File: src/rtl/cbm2_rom_pkg.sv
// Shared definitions for the CBM-II ROM loader: parser states, header field
// widths, record length limit and well-known ROM ids.
package cbm2_rom_pkg;

   typedef enum logic [2:0] {
      IDLE,
      ID,
      LLO,
      LHI,
      DATA,
      CHK,
      SKIP
   } parse_state_t;

   localparam int MAX_LEN  = 16384;
   localparam int ID_W     = 6;
   localparam int ADDR_W   = $clog2(MAX_LEN);
   localparam int LEN_W    = ADDR_W;
   localparam int FLAG_IDS = 16;

   localparam logic [ID_W-1:0] CHAR_BL = 6'd12;
   localparam logic [ID_W-1:0] CHAR_BH = 6'd13;

   // Header bytes (ID and LEN_HI) must keep their two top bits clear.
   function automatic logic hdr_ok(input logic [7:0] b);
      return b[7:6] == 2'b00;
   endfunction

   function automatic logic has_flag(input logic [ID_W-1:0] id);
      return id < ID_W'(FLAG_IDS);
   endfunction

endpackage

File: src/rtl/rom_loader.sv
// Parses the HPS ioctl download stream into ROM records and writes each
// payload byte into the selected ROM, tracking per-record checksum status.
module rom_loader
   import cbm2_rom_pkg::*;
#(
   parameter logic [7:0] ROM_INDEX = 8'd0
) (
   input  logic        clk_sys,
   input  logic        reset_n,
   input  logic        ioctl_download,
   input  logic [7:0]  ioctl_index,
   input  logic        ioctl_wr,
   input  logic [7:0]  ioctl_dout,
   output logic [5:0]  rom_id,
   output logic [13:0] rom_addr,
   output logic        rom_wr,
   output logic [7:0]  rom_data,
   output logic [15:0] loaded,
   output logic        load_err,
   output logic        busy
);

   parse_state_t state, state_next;

   logic        win, win_d, win_rise;
   logic [7:0]  len_lo, len_lo_next;
   logic [13:0] len_m1, len_m1_next;
   logic [13:0] cnt, cnt_next;
   logic [7:0]  sum, sum_next;
   logic [5:0]  id_next;
   logic [13:0] addr_next;
   logic [7:0]  data_next;
   logic        wr_next;
   logic [15:0] loaded_next;
   logic        err_next;

   assign win      = ioctl_download && (ioctl_index == ROM_INDEX);
   assign win_rise = win && !win_d;

   always_ff @(posedge clk_sys or negedge reset_n) begin
      if (!reset_n) begin
         state <= IDLE;
      end else begin
         state <= state_next;
      end
   end

   // A falling window wins over any strobe in the same cycle; bytes are
   // only consumed once the rising edge has moved the parser out of IDLE.
   always_comb begin
      state_next  = state;
      id_next     = rom_id;
      len_lo_next = len_lo;
      len_m1_next = len_m1;
      cnt_next    = cnt;
      sum_next    = sum;
      loaded_next = loaded;
      err_next    = load_err;
      wr_next     = 1'b0;
      addr_next   = rom_addr;
      data_next   = rom_data;

      if (!win) begin
         if (state inside {LLO, LHI, DATA, CHK}) begin
            err_next = 1'b1;
         end
         state_next = IDLE;
      end else if (state == IDLE) begin
         if (win_rise) begin
            state_next = ID;
            err_next   = 1'b0;
            cnt_next   = '0;
            sum_next   = '0;
         end
      end else if (ioctl_wr) begin
         case (state)
            ID: begin
               if (hdr_ok(ioctl_dout)) begin
                  id_next  = ioctl_dout[5:0];
                  cnt_next = '0;
                  sum_next = '0;
                  if (has_flag(ioctl_dout[5:0])) begin
                     loaded_next[ioctl_dout[3:0]] = 1'b0;
                  end
                  state_next = LLO;
               end else begin
                  err_next   = 1'b1;
                  state_next = SKIP;
               end
            end
            LLO: begin
               len_lo_next = ioctl_dout;
               state_next  = LHI;
            end
            LHI: begin
               if (hdr_ok(ioctl_dout)) begin
                  len_m1_next = {ioctl_dout[5:0], len_lo};
                  state_next  = DATA;
               end else begin
                  err_next   = 1'b1;
                  state_next = SKIP;
               end
            end
            DATA: begin
               wr_next   = 1'b1;
               addr_next = cnt;
               data_next = ioctl_dout;
               sum_next  = sum + ioctl_dout;
               cnt_next  = cnt + 14'd1;
               if (cnt == len_m1) begin
                  state_next = CHK;
               end
            end
            CHK: begin
               if (ioctl_dout == sum) begin
                  if (has_flag(rom_id)) begin
                     loaded_next[rom_id[3:0]] = 1'b1;
                  end
               end else begin
                  err_next = 1'b1;
               end
               state_next = ID;
            end
            default: begin
            end
         endcase
      end
   end

   // busy is registered from the next state so it tracks state exactly.
   always_ff @(posedge clk_sys or negedge reset_n) begin
      if (!reset_n) begin
         win_d    <= 1'b0;
         len_lo   <= '0;
         len_m1   <= '0;
         cnt      <= '0;
         sum      <= '0;
         rom_id   <= '0;
         rom_addr <= '0;
         rom_wr   <= 1'b0;
         rom_data <= '0;
         loaded   <= '0;
         load_err <= 1'b0;
         busy     <= 1'b0;
      end else begin
         win_d    <= win;
         len_lo   <= len_lo_next;
         len_m1   <= len_m1_next;
         cnt      <= cnt_next;
         sum      <= sum_next;
         rom_id   <= id_next;
         rom_addr <= addr_next;
         rom_wr   <= wr_next;
         rom_data <= data_next;
         loaded   <= loaded_next;
         load_err <= err_next;
         busy     <= (state_next != IDLE);
      end
   end

endmodule

File: config.mk
export PLATFORM = sky130hd
export DESIGN_NAME = rom_loader
export DESIGN_NICKNAME = d
export VERILOG_FILES = /design/src/rtl/cbm2_rom_pkg.sv /design/src/rtl/rom_loader.sv
export SDC_FILE = /design/constraint.sdc
export NUM_CORES = 1
export LEC_CHECK = 0
export BUFFER_PORTS_ARGS = -buffer_cell sky130_fd_sc_hd__buf_2
export CORE_MARGIN = 3
export CORE_UTILIZATION = 55
export DETAILED_ROUTE_END_ITERATION = 8
export PLACE_DENSITY_LB_ADDON = 0.2
export SYNTH_ARGS = -nofsm -noshare
export SYNTH_HDL_FRONTEND = slang
export SYNTH_SLANG_ARGS = --single-unit
File: constraint.sdc
create_clock -name clk_sys -period 3.6 [get_ports clk_sys]
set_input_delay 0.18 -clock clk_sys [delete_from_list [all_inputs] [get_ports clk_sys]]
set_output_delay 0.18 -clock clk_sys [all_outputs]
set_load 0.005 [all_outputs]
==> qor.txt, run 1 <==
Largest cells by area after synthesis = dfrtp_1 51%, mux2_2 9.4%, o21ai_0 4.8%
Finished Core Util = 66.0%
Mapped Nets = 446
Cells after DPL = 566
Number of cells in the finished layout apart from fillers = 582
Minimum clock period = 2.56 ns
Final Cycle Share = 71.0%
Synth area leader = dfrtp_1
Setup bufs post-CTS = 0
HPWL after detailed placement = 6910 um
Worst Path Arrival = 2.79 ns
Reg2reg path depth = 6
WL final = 9830 um
Syn Inst Count = 417
Share of layout cells above drive strength 1 = 31.0%
Hold_buf cts = 0
Fin nets = 504
Prevailing post-synth register cell = dfrtp_1
Total CTS buffers = 9
Die area = 9620 sq um
Vias in the first global route = 3336
Failing checks = hold timing
Initial Utilization = 58.5%
Slew @ Worst Pin = 1.22 ns
Critical Path End Type = register
Worst setup path startpoint = state[2]
Io pins = 67
Post-synth EDFFs = 0
HP Class = in -> async
Crit path max fanout = 31
Max Fclk = 0.391 GHz
R2r startpoint = state[2]
Clock sink total = 95
First-iteration detailed-routing DRC count = 149
Routed length per instance = 16.9 um
P&R area growth vs syn = 12.7%
Synthesis-stage register bit count = 95
Cell Rows = 32
Clk_lat worst skew = 0.36 ns
Clock skew = 0.00887 ns
Top post-synthesis cells by count = 95 x dfrtp_1, 45 x o21ai_0, 43 x nand2_1, 39 x mux2_2, 21 x nor2_1
Yosys top cell area share = 51.0%
Pwr/cell area = 368 nW/um^2
Synth warn = 0
Root buffer cell = clkbuf_8
Met1 Usage GRT = 27.9%
Async S/R FF share, synth = 100%
Pwr Total = 1.93 mW
CP endpoint = cnt[7]
CTS HTree Levels = 3
Worst R2R Setup Slack = 1.04 ns
RSZ-0062 raised after global routing = false
DRC = 0
Pre-CTS WS = 1.08 ns
Worst slew margin = 18.2%
Top-count cell post-synth = dfrtp_1
M2 GR Usage = 34.3%
Chip Width = 98.1 um
IO Port Bufs = 66
Post-route ant nets = 0
Grt total ovfl = 0
Outcome = finished, violations left
Drt pass-1 iters = 4
Mapped cell area = 4660 sq um
GRT busiest layer = met2
Clock transition at path regs = 0.10 ns
Syn avg cell area = 11.2 sq um
Setup violators final = 0
Post-route setup slack = 1.04 ns
Slew Viols, Final = 0
Post-DR vias/cell = 5.86
M3 GR Usage = 3.14%
WHS = -0.0290 ns
First-pass GRT wire length = 16200 um
Max_cap viols = 0
Distinct cell type count after synthesis = 54
Worst IR Drop VDD = 0.000184 V
Final hold violation count = 13
Final setup TNS = 0 ns
Leakage power = 2.62 nW
CP Class = reg -> reg
Die Height = 98.1 um
Post-synthesis sequential area ratio = 51.0%
Type of origin of the critical path = register
Antenna violations before repair = 0
Placeable Area = 7970 sq um
Critical path required time = 3.84 ns
DR vias = 3413
Pin count of the biggest net entering global routing = 83
CTS tree = built
Worst reg2reg endpoint = cnt[7]
Global placer's final weighted congestion = 0.867
Post_cts resized = 0
Clk buf depth = 2
N_diodes = 0
GRT Overall Usage = 20.8%
## kinds of logic after synthesis
kind of cell	count (synthesis)	synth area share, %
flops	95	51.0
mux	50	12.9
xor+xnor	21	3.95
simple gates	123	14.1
buf+inv	28	2.84
fa+ha+maj	9	2.58
compound gates	91	12.6
## cell type report
cell class                      count  area (sq um)
Sequential cell                    95          2380
Tap cell                          102           128
Clock buffer                       10           138
Timing Repair Buffer               67           340
Fill cell                         627          2710
Multi-Input combinational cell    294          2150
Inverter                            8          30.0
Clock inverter                      6          90.1
## how the worst min path moves through the flow
stage / depth (start not counted) / to / slack, ns
floorplan: 0 / busy / -0.12
global placement: 1 / rom_addr[3] / 0.41
detailed placement: 1 / rom_addr[2] / 0.42
CTS: 1 / rom_addr[12] / 0.03
global route: 1 / rom_addr[2] / 0.07
finish: 1 / rom_addr[2] / -0.03
## cell usage in the layout (no fill, tap or decap), types with 6 or more instances in the layout
cell type / count
a31oi_1: 6
nand2_1: 43
ha_1: 8
buf_2: 65
mux2_4: 10
o21ai_0: 45
nor2_1: 21
dfrtp_1: 95
xor2_1: 7
xnor2_1: 14
nand4_1: 7
nor3_1: 7
clkbuf_8: 10
nand3_1: 13
inv_1: 7
a21oi_1: 11
mux2_2: 39
o31ai_1: 6
## power breakdown
group / internal [mW] / switching, mW / total (mW)
Clock: 0.414 / 0.382 / 0.797
Combinational: 0.0182 / 0.0510 / 0.0692
Sequential: 1.07 / 0.000104 / 1.07
Total: 1.50 / 0.434 / 1.93
## metrics by stage
step | hold WS [ns] | cell area (sq um)
after floorplan | -0.116 | 4660
after global placement | 0.409 | 5030
after detailed placement | 0.422 | 5030
after CTS | 0.0277 | 5260
after global routing | 0.0654 | 5260
final | -0.0290 | 5260
## worst max-delay path: stages (launching register included)
cell      delay [ns]
dfrtp_1         0.77
or2_2           0.22
a21oi_1         0.08
o211ai_2        0.98
nor2_4          0.14
nand4_1         0.15
o21ai_0         0.09
## state kept, by name, summed over array words and instances (netlist names), 3 cells and up
| register | count |
|---|---|
| loaded | 16 |
| rom_data | 8 |
| len_m1 | 14 |
| cnt | 14 |
| rom_addr | 14 |
| rom_id | 6 |
| len_lo | 8 |
| state | 3 |
| sum | 8 |
## per-layer routing
layer	part of all wire [%]	up-vias	wire length, um
met5	0	-	0
met4	1.4	0	135
met3	5.2	16	512
met2	49	109	4800
met1	45	1679	4380
li1	-	1609	-
Power figures use the tool's default switching activity.
==> run 2, diff against run 1 <==
- CORE_UTILIZATION: 55 -> 52
- clock period: 3.6 -> 2.05 ns (I/O delays scaled with it)
==> qor.txt, run 2 (synthesized netlist as in run 1, its figures left out) <==
Outcome = finished, final reports clean (was finished, violations left)
Slew @ Worst Pin = 0.652 ns (was 1.22 ns)
Slew Viols, Final = 0 (unchanged)
Multi-input gate area = 2230 sq um (was 2150 sq um)
Worst R2R Setup Slack = 0.08 ns (was 1.04 ns)
Fin nets = 534 (was 504)
Critical Path End Type = register (unchanged)
Post-route ant nets = 0 (unchanged)
Final Cycle Share = 95.9% (was 71.0%)
Slowest stage delay, CP = 0.47 ns (was 0.98 ns)
Pwr/cell area = 587 nW/um^2 (was 368 nW/um^2)
Root buffer cell = clkbuf_8 (unchanged)
Grt total ovfl = 0 (unchanged)
Commonest non-fill, non-tap cell in the layout = dfrtp_1 (unchanged)
Cells along the critical path = buf_4, o2111ai_4, a211o_1, nor3_2, nand3_1, a32o_1 (was or2_2, a21oi_1, o211ai_2, nor2_4, nand4_1, o21ai_0)
Setup violators final = 0 (unchanged)
RSZ-0062 raised after global routing = true (was false)
Clk_lat worst skew = 0.36 ns (about the same)
Total CTS buffers = 9 (unchanged)
DRC = 0 (unchanged)
Clock transition at path regs = 0.09 ns (was 0.10 ns)
R2r startpoint = state[2] (unchanged)
Max Fclk = 0.508 GHz (was 0.391 GHz)
Clock sink total = 95 (unchanged)
Clk buf depth = 2 (unchanged)
Clock skew = 0.0133 ns (was 0.00887 ns)
Routed length per instance = 16.9 um (about the same)
Reg2reg path depth = 6 (unchanged)
HP Class = in -> reg (was in -> async)
Antenna violations before repair = 0 (unchanged)
First-pass GRT wire length = 16700 um (was 16200 um)
Die area = 10100 sq um (was 9620 sq um)
CTS tree = built (unchanged)
Die Height = 101 um (was 98.1 um)
CP Class = reg -> reg (unchanged)
Worst slew margin = 56.5% (was 18.2%)
Cells after DPL = 595 (was 566)
Initial Utilization = 55.1% (was 58.5%)
IO Port Bufs = 66 (unchanged)
DR vias = 3540 (was 3413)
Most frequent cells in the layout = 95 x dfrtp_1, 65 x buf_2, 45 x o21ai_0 (unchanged)
CTS HTree Levels = 3 (unchanged)
N_diodes = 0 (unchanged)
Filler cells = 696 (was 627)
Global placer's final weighted congestion = 0.845 (was 0.867)
Worst Hold Endpoint = rom_data[6]
Max_cap viols = 0 (unchanged)
Register Area = 2380 sq um (unchanged)
Hold Path Depth = 2
First-iteration detailed-routing DRC count = 122 (was 149)
Minimum clock period = 1.97 ns (was 2.56 ns)
Chip Width = 101 um (was 98.1 um)
Vias in the first global route = 3444 (was 3336)
CP max-delay cell = dfrtp_1 (was o211ai_2)
Crit path max fanout = 14 (was 31)
Io pins = 67 (unchanged)
Leakage power = 2.76 nW (was 2.62 nW)
Worst reg2reg endpoint = loaded[3] (was cnt[7])
Cell Rows = 33 (was 32)
Hold_sp = ioctl_dout[6]
P&R area growth vs syn = 18.8% (was 12.7%)
Critical path required time = 2.30 ns (was 3.84 ns)
Post-DR vias/cell = 5.77 (was 5.86)
Final setup TNS = 0 ns (unchanged)
Type of origin of the critical path = register (unchanged)
Drt pass-1 iters = 4 (unchanged)
HPWL after detailed placement = 7110 um (was 6910 um)
Worst Path Arrival = 2.22 ns (was 2.79 ns)
Share of layout cells above drive strength 1 = 36.5% (was 31.0%)
Number of cells in the finished layout apart from fillers = 614 (was 582)
Max reg flops = 16 (unchanged)
Placeable Area = 8460 sq um (was 7970 sq um)
GRT Overall Usage = 20.7% (was 20.8%)
Pin count of the biggest net entering global routing = 53 (was 83)
Worst IR Drop VDD = 0.000353 V (was 0.000184 V)
WL final = 10400 um (was 9830 um)
Final hold violation count = 0 (was 13)
Biggest register = loaded (unchanged)
-- run 2: cell count changes in the layout (fill, tap and decap cells not counted), moves of 2 or more --
cell,previous run,this run
nor4_1,4,2
buf_4,2,30
ha_4,0,3
ha_1,8,5
-- run 2: power breakdown --
| group | internal (mW) | switching, mW |
|---|---|---|
| combinational | 0.0525 | 0.0990 |
| clock | 0.561 | 0.665 |
| sequential | 1.87 | 0.0000802 |
-- run 2: worst max path at each step --
stage,start,slack (ns),end,depth (start not counted)
after global routing,sum[3],-0.06,sum[7],8
after CTS,sum[0],0.03,sum[6],8
final,state[2],0.08,loaded[3],6
after detailed placement,sum[1],-0.004,loaded[3],6
after global placement,sum[1],0.03,loaded[2],6
after floorplan,sum[1],0.17,loaded[0],6
-- run 2: layer usage --
| layer | up-vias | GRT usage, % | part of all wire, % |
|---|---|---|---|
| met5 | - | 0 | 0 |
| met4 | 0 | 7.56 | 1.5 |
| met3 | 12 | 2.77 | 4.1 |
| met2 | 109 | 33.9 | 50 |
| met1 | 1749 | 28.3 | 44 |
| li1 | 1670 | - | - |
-- run 2: stage by stage --
stage	utilization [%]	cell area (sq um)	hold slack (ns)	worst slack [ns]	total power [mW]
floorplan	-	4660	-0.193	0.174	1.95
global placement	61.9	5240	0.176	0.0290	2.05
detailed placement	61.9	5240	0.181	-0.00365	2.05
CTS	64.2	5440	0.0817	0.0289	3.27
global route	65.5	5540	0.102	-0.0593	3.37
finish	65.5	5540	0.0947	0.0834	3.25
-- run 2: final cells by class --
type	count	area share [%]
Clock buffer	10	2.30
Clock inverter	5	1.06
Inverter	8	0.542
Multi-Input combinational cell	294	40.3
Sequential cell	95	42.9
Tap cell	105	2.37
Timing Repair Buffer	97	10.5
-- run 2: critical path: cells and delay by family (launching register included) --
kind | cells | cell delay [ns]
buf+inv | 1 | 0.26
compound gates | 3 | 0.74
flops | 1 | 0.47
simple gates | 2 | 0.39
-- run 2: timing repair --
item	CTS	global route
endpoints found under the setup margin	4	18
endpoints found under the hold margin	50	0
gates resized for setup	0	11
hold buffers	1	0
pin swaps	1	7
buffers inserted	0	3
